$ cat src/rtl/axi_write_data_steer.sv
// axi_write_data_steer
//   W-channel companion to the AXI write-request arbiter. Each AW grant
//   ({input index, AWLEN}) is recorded in a small order queue. W beats from
//   the granted slave are then steered onto the single master W channel in
//   AW-grant order, one whole burst at a time. WLAST is regenerated from
//   AWLEN, and any slave whose own WLAST disagrees sets a sticky error flag.
//
// Ports
//   clk, reset                  clock, synchronous active-high reset
//   aw_valid_in / aw_ready_out  AW grant push handshake into the order queue
//   aw_sel_in, aw_len_in        granted input index and AWLEN (beats-1)
//   s_wvalid/s_wready           per-slave W handshake (one bit per slave)
//   s_wdata/s_wstrb/s_wlast     per-slave W payload, slave i in slice i
//   m_axi_w*                    master W channel (wlast regenerated)
//   wlast_err                   sticky slave-WLAST mismatch flag
module axi_write_data_steer #(
    parameter int NUM_INPUTS     = 2,
    parameter int AXI_DATA_WIDTH = 512,
    parameter int ORDER_DEPTH    = 4,
    parameter int SEL_W          = $clog2(NUM_INPUTS)
) (
    input  logic                                  clk,
    input  logic                                  reset,
    input  logic                                  aw_valid_in,
    output logic                                  aw_ready_out,
    input  logic [SEL_W-1:0]                      aw_sel_in,
    input  logic [7:0]                            aw_len_in,
    input  logic [NUM_INPUTS-1:0]                 s_wvalid,
    output logic [NUM_INPUTS-1:0]                 s_wready,
    input  logic [NUM_INPUTS*AXI_DATA_WIDTH-1:0]  s_wdata,
    input  logic [NUM_INPUTS*AXI_DATA_WIDTH/8-1:0] s_wstrb,
    input  logic [NUM_INPUTS-1:0]                 s_wlast,
    output logic                                  m_axi_wvalid,
    input  logic                                  m_axi_wready,
    output logic [AXI_DATA_WIDTH-1:0]             m_axi_wdata,
    output logic [AXI_DATA_WIDTH/8-1:0]           m_axi_wstrb,
    output logic                                  m_axi_wlast,
    output logic                                  wlast_err
);

    localparam int STRB_W = AXI_DATA_WIDTH / 8;
    localparam int PTR_W  = $clog2(ORDER_DEPTH);
    localparam int CNT_W  = PTR_W + 1;

    typedef enum logic {
        IDLE,
        BURST
    } state_t;

    state_t           state;
    state_t           state_next;

    logic [SEL_W-1:0] q_sel [ORDER_DEPTH];
    logic [7:0]       q_len [ORDER_DEPTH];
    logic [PTR_W-1:0] rd_ptr;
    logic [PTR_W-1:0] wr_ptr;
    logic [CNT_W-1:0] count;

    logic [SEL_W-1:0] cur_sel;
    logic [7:0]       beats_left;

    logic             full;
    logic             empty;
    logic             push;
    logic             pop;
    logic             fire;
    logic             sel_wlast;

    // Fullness comes only from the registered count, so a pop in the same
    // cycle never frees a slot for a simultaneous push, and a fresh entry is
    // never visible to the FSM before the following cycle.
    assign full         = (count == CNT_W'(ORDER_DEPTH));
    assign empty        = (count == '0);
    assign aw_ready_out = !full && !reset;
    assign push         = aw_valid_in && aw_ready_out;
    assign fire         = m_axi_wvalid && m_axi_wready;

    // Combinational steering of the selected slave onto the master channel.
    // Handshakes are only opened in BURST and are forced closed during reset.
    always_comb begin
        m_axi_wvalid = 1'b0;
        s_wready     = '0;
        m_axi_wdata  = '0;
        m_axi_wstrb  = '0;
        sel_wlast    = 1'b0;
        m_axi_wlast  = (beats_left == 8'd0);
        for (int i = 0; i < NUM_INPUTS; i++) begin
            if (cur_sel == SEL_W'(i)) begin
                m_axi_wdata = s_wdata[i*AXI_DATA_WIDTH +: AXI_DATA_WIDTH];
                m_axi_wstrb = s_wstrb[i*STRB_W +: STRB_W];
                sel_wlast   = s_wlast[i];
                if (state == BURST && !reset) begin
                    m_axi_wvalid = s_wvalid[i];
                    s_wready[i]  = m_axi_wready;
                end
            end
        end
    end

    // Next-state logic. The final beat of a burst pops the next queued grant
    // directly so consecutive bursts run without an idle cycle between them.
    always_comb begin
        state_next = state;
        pop        = 1'b0;
        case (state)
            IDLE: begin
                if (!empty) begin
                    pop        = 1'b1;
                    state_next = BURST;
                end
            end
            BURST: begin
                if (fire && beats_left == 8'd0) begin
                    if (!empty) begin
                        pop = 1'b1;
                    end else begin
                        state_next = IDLE;
                    end
                end
            end
            default: state_next = IDLE;
        endcase
    end

    // State, order queue, beat counter and sticky WLAST check.
    always_ff @(posedge clk) begin
        if (reset) begin
            state      <= IDLE;
            rd_ptr     <= '0;
            wr_ptr     <= '0;
            count      <= '0;
            cur_sel    <= '0;
            beats_left <= '0;
            wlast_err  <= 1'b0;
        end else begin
            state <= state_next;

            if (push) begin
                q_sel[wr_ptr] <= aw_sel_in;
                q_len[wr_ptr] <= aw_len_in;
                wr_ptr        <= wr_ptr + 1'b1;
            end

            if (pop) begin
                rd_ptr <= rd_ptr + 1'b1;
            end

            case ({push, pop})
                2'b10:   count <= count + 1'b1;
                2'b01:   count <= count - 1'b1;
                default: count <= count;
            endcase

            if (pop) begin
                cur_sel    <= q_sel[rd_ptr];
                beats_left <= q_len[rd_ptr];
            end else if (fire && beats_left != 8'd0) begin
                beats_left <= beats_left - 8'd1;
            end

            if (fire && (sel_wlast != m_axi_wlast)) begin
                wlast_err <= 1'b1;
            end
        end
    end

endmodule
$ cat config.mk
export PLATFORM = sky130hd
export DESIGN_NAME = axi_write_data_steer
export DESIGN_NICKNAME = d
export VERILOG_FILES = /design/src/rtl/axi_write_data_steer.sv
export SDC_FILE = /design/constraint.sdc
export NUM_CORES = 1
export LEC_CHECK = 0
export CELL_PAD_IN_SITES_DETAIL_PLACEMENT = 0
export CELL_PAD_IN_SITES_GLOBAL_PLACEMENT = 2
export CORE_AREA = 4 4 681 683
export CTS_CLUSTER_DIAMETER = 100
export DETAILED_ROUTE_END_ITERATION = 7
export DIE_AREA = 0 0 685 687
export GPL_ROUTABILITY_DRIVEN = 0
export PLACE_DENSITY = 0.33
export RECOVER_POWER = 25
export SYNTH_ARGS = -nofsm -noshare
export SYNTH_HDL_FRONTEND = slang
export SYNTH_SLANG_ARGS = --single-unit
$ cat constraint.sdc
create_clock -name clk -period 2.94 [get_ports clk]
set_clock_uncertainty 0.05 [all_clocks]
set_input_delay 0.588 -clock clk [delete_from_list [all_inputs] [get_ports clk]]
set_output_delay 0.588 -clock clk [all_outputs]
set_load 0.03 [all_outputs]
==> results by group <==
Status
  – Status: completed

STA
  – RSZ-0062 raised after global routing: true
  – Period minus WS final: 2890 ps
  – # setup viols final: 0
  – Pin slew with the least headroom to its limit: 995 ps
  – Fin crit share: 0.982
  – Max Slew Vio Count: 0
  – Setup TNS: 0 ps
  – Fmax: 346 MHz
  – Final Hold Fails: 0
  – Slew margin rel.: 0.339

Synthesis
  – Share of the synthesized area in the top cell type: 0.702
  – Yosys top cell by area: mux2_2
  – Top post-synthesis cells by area: mux2_2 70%, edfxtp_1 12%, dfxtp_1 4.3%, clkbuf_1 2.6%, mux4_2 2.2%
  – Seq/Total Area, Yosys: 0.160
  – Syn Std Cell Area: 0.00926 sq mm
  – Synth cell types: 45
  – Top cells by count, synth: 577 x mux2_2, 63 x clkbuf_1, 36 x edfxtp_1
  – Cell with the most instances after synthesis: mux2_2
  – Cell count after synthesis: 824
  – Ys Warns: 0
  – Register bit total from synthesis: 56
  – Post-synth EDFFs: 36
  – Top FF cell, synth: edfxtp_1
  – Asr flop ratio synth: 0
  – Syn_nets: 2,000
  – Post-synthesis area per instance: 11.2 sq um

Critical path
  – Sequence of cells on the critical path: buf_12 > buf_12 > buf_12 > mux2_2 > clkdlybuf4s50_1
  – R2R depth: 12
  – Worst Path Class, Setup: flop to output port
  – WP buf/inv: 4
  – CP Launch Point: cur_sel
  – Critical path's most frequent cell: buf_12
  – Max stage delay cell, worst path: clkdlybuf4s50_1
  – Startpoint types: flop
  – Crit path DAT: 2250 ps
  – Setup crit end: m_axi_wdata[17]
  – Worst Path Required: 2300 ps
  – Worst r2r src: beats_left[1]
  – Worst reg-to-reg setup slack: 140 ps
  – CP max FO: 28
  – Stages on the worst setup path: 5
  – Worst Setup End Kind: output port
  – Reg-to-Reg End: count[2]
  – Critical Path Max Stage Delay: 590 ps
  – Top delay family on crit path: buffers and inverters

Hold path
  – Hold WC Path Type: flop to flop

Global route
  – GR Util All Layers: 0.143
  – Vias in the first global route: 16,700
  – First-pass GRT wire length: 390,000 microns
  – Largest net degree at the start of global routing: 44
  – Antenna violations before repair: 486
  – Congestion Overflow GR: 0

Finish
  – Fin area: 0.0363 sq mm
  – # fillers: 53,400
  – Core Util, Final: 0.0793
  – Final net count: 3,743
  – Share of post-route cells with drive strength above 1: 0.404
  – Layout area overhead: 293%

Clocking
  – H-tree levels: 2
  – Clk Latency, worst-skew pair: 310 ps
  – Clock Tree Buf Depth: 2
  – Clock slew at reported path FFs: 80 ps
  – CTS buffer count: 5
  – Root Driver: clkbuf_16
  – Clock sinks: 56
  – TritonCTS clock tree: done

Floorplan
  – Core footprint: 0.458 sq mm
  – Cell Rows: 249
  – Initial Utilization: 0.0202
  – Chip width: 685 microns
  – Die Area: 0.471 sq mm
  – IO Pins: 1,751
  – DIE HEIGHT: 687 microns

Flow run
  – Max-cap viol count: 0

Routing
  – DRC Markers: 0
  – Drt total wl: 355,000 microns
  – Initial DRT Pass Iterations: 5
  – Vias: 17,700
  – Via-to-Cell Ratio: 2.00
  – Highest routed layer: met5
  – Post-route antenna net violation count: 0
  – DR WL met3: 72,400 microns
  – M1 WL: 124,000 microns
  – DR WL/cell: 40.3 microns
  – WL met2: 149,000 microns
  – Iter 0 DRT Violations: 1,231

Placed design
  – Post-DP HPWL: 342,000 microns
  – Placed inst area: 0.0358 sq mm
  – Port bufs: 1,750

Power
  – Final Power: 21,900 uW
  – Worst VDD drop: 282 uV
  – Leak: 0.0118 uW
  – Power density over cell area: 602 mW/mm^2
worst min-delay path: stages (launching register included):
cell	delay (ps)
dfxtp_1	340
a41oi_1	50
nor2_1	70
sequential cells by signal, summed over array words and instances (netlist names), named ones only:
name        cells
q_len          32
beats_left      8
q_sel           4
count           3
rd_ptr          2
wr_ptr          2
cur_sel         1
state           1
wlast_err       1
repair_timing:
action	4_1_cts	5_1_grt
cloned	1	2
endpoints found under the setup margin	197	47
hold buffers	0	0
buffers inserted	0	1
pin swaps	0	2
resized for setup	161	40
routing by layer:
layer  vias up  track usage
met2      1733        0.217
met4       336       0.0138
met5         -            0
met3       793        0.139
li1       6788            -
met1      8022        0.146
cell type report:
cell class | instances | area, sq um | area share
diodes | 110 | 275 | 0.00758
clock buffers | 5 | 125 | 0.00344
clock inverters | 3 | 25.0 | 0.000689
inverters | 11 | 41.3 | 0.00114
multi-input cells | 682 | 7450 | 0.205
flip-flops and latches | 56 | 1490 | 0.0409
well taps | 6149 | 7690 | 0.212
repair buffers | 1811 | 19200 | 0.530
how the worst min path moves through the flow:
stage                       start             to  slack, ps  depth (start not counted)
CTS                     wlast_err      wlast_err        460                          2
floorplan           beats_left[7]  beats_left[7]        430                          2
global placement        wlast_err      wlast_err        430                          2
global route            wlast_err      wlast_err        500                          2
finish                  wlast_err      wlast_err        440                          2
detailed placement      wlast_err      wlast_err        440                          2
layout by cell type, fill, tap and decap left out, types with 3 or more instances in the layout:
master and n:
mux2_2 572, dlymetal6s2s_1 39, inv_1 10, buf_4 252
diode_2 110, dlygate4sd3_1 9, xor2_1 3, mux2_4 5
o21ai_0 6, clkbuf_16 7, nor3_1 8, buf_16 7
mux2i_1 3, or3_1 5, a21oi_1 8, and2_1 5
or3_2 3, dfxtp_1 19, edfxtp_1 36, o2111ai_1 3
clkdlybuf4s50_1 1182, nor2_1 11, dlygate4sd2_1 149, a211oi_1 5
a311oi_1 4, mux4_2 9, ha_1 4, buf_12 169
power breakdown:
| part | internal, uW | total (uW) | leakage (uW) | switching [uW] |
|---|---|---|---|---|
| registers | 968 | 1120 | 0.000492 | 149 |
| logic | 8200 | 20100 | 0.0113 | 11900 |
| clock network | 324 | 643 | 0.0000715 | 320 |
logic make-up (layout without fill, tap and decap cells):
group,Yosys count,in the layout,synth area share
xor gates and xnor gates,5,5,0.00473
buffers and inverters,86,1830,0.0403
other,0,110,0
muxes,590,590,0.728
DFF,56,56,0.160
AOI/OAI and AO/OA,34,34,0.0280
and+or+nand+nor,46,46,0.0284
adders and majority gates,7,7,0.0103
metrics by stage:
stage / instances / hold slack (ps) / setup slack (ps)
after floorplan: 824 / 432 / -6.81
after global placement: 8705 / 426 / -338
after detailed placement: 8705 / 442 / -264
after CTS: 8714 / 462 / -53.6
after global routing: 8745 / 503 / -58.0
final: 8827 / 442 / 52.7
Note: power is estimated with default switching activity, not from simulation.
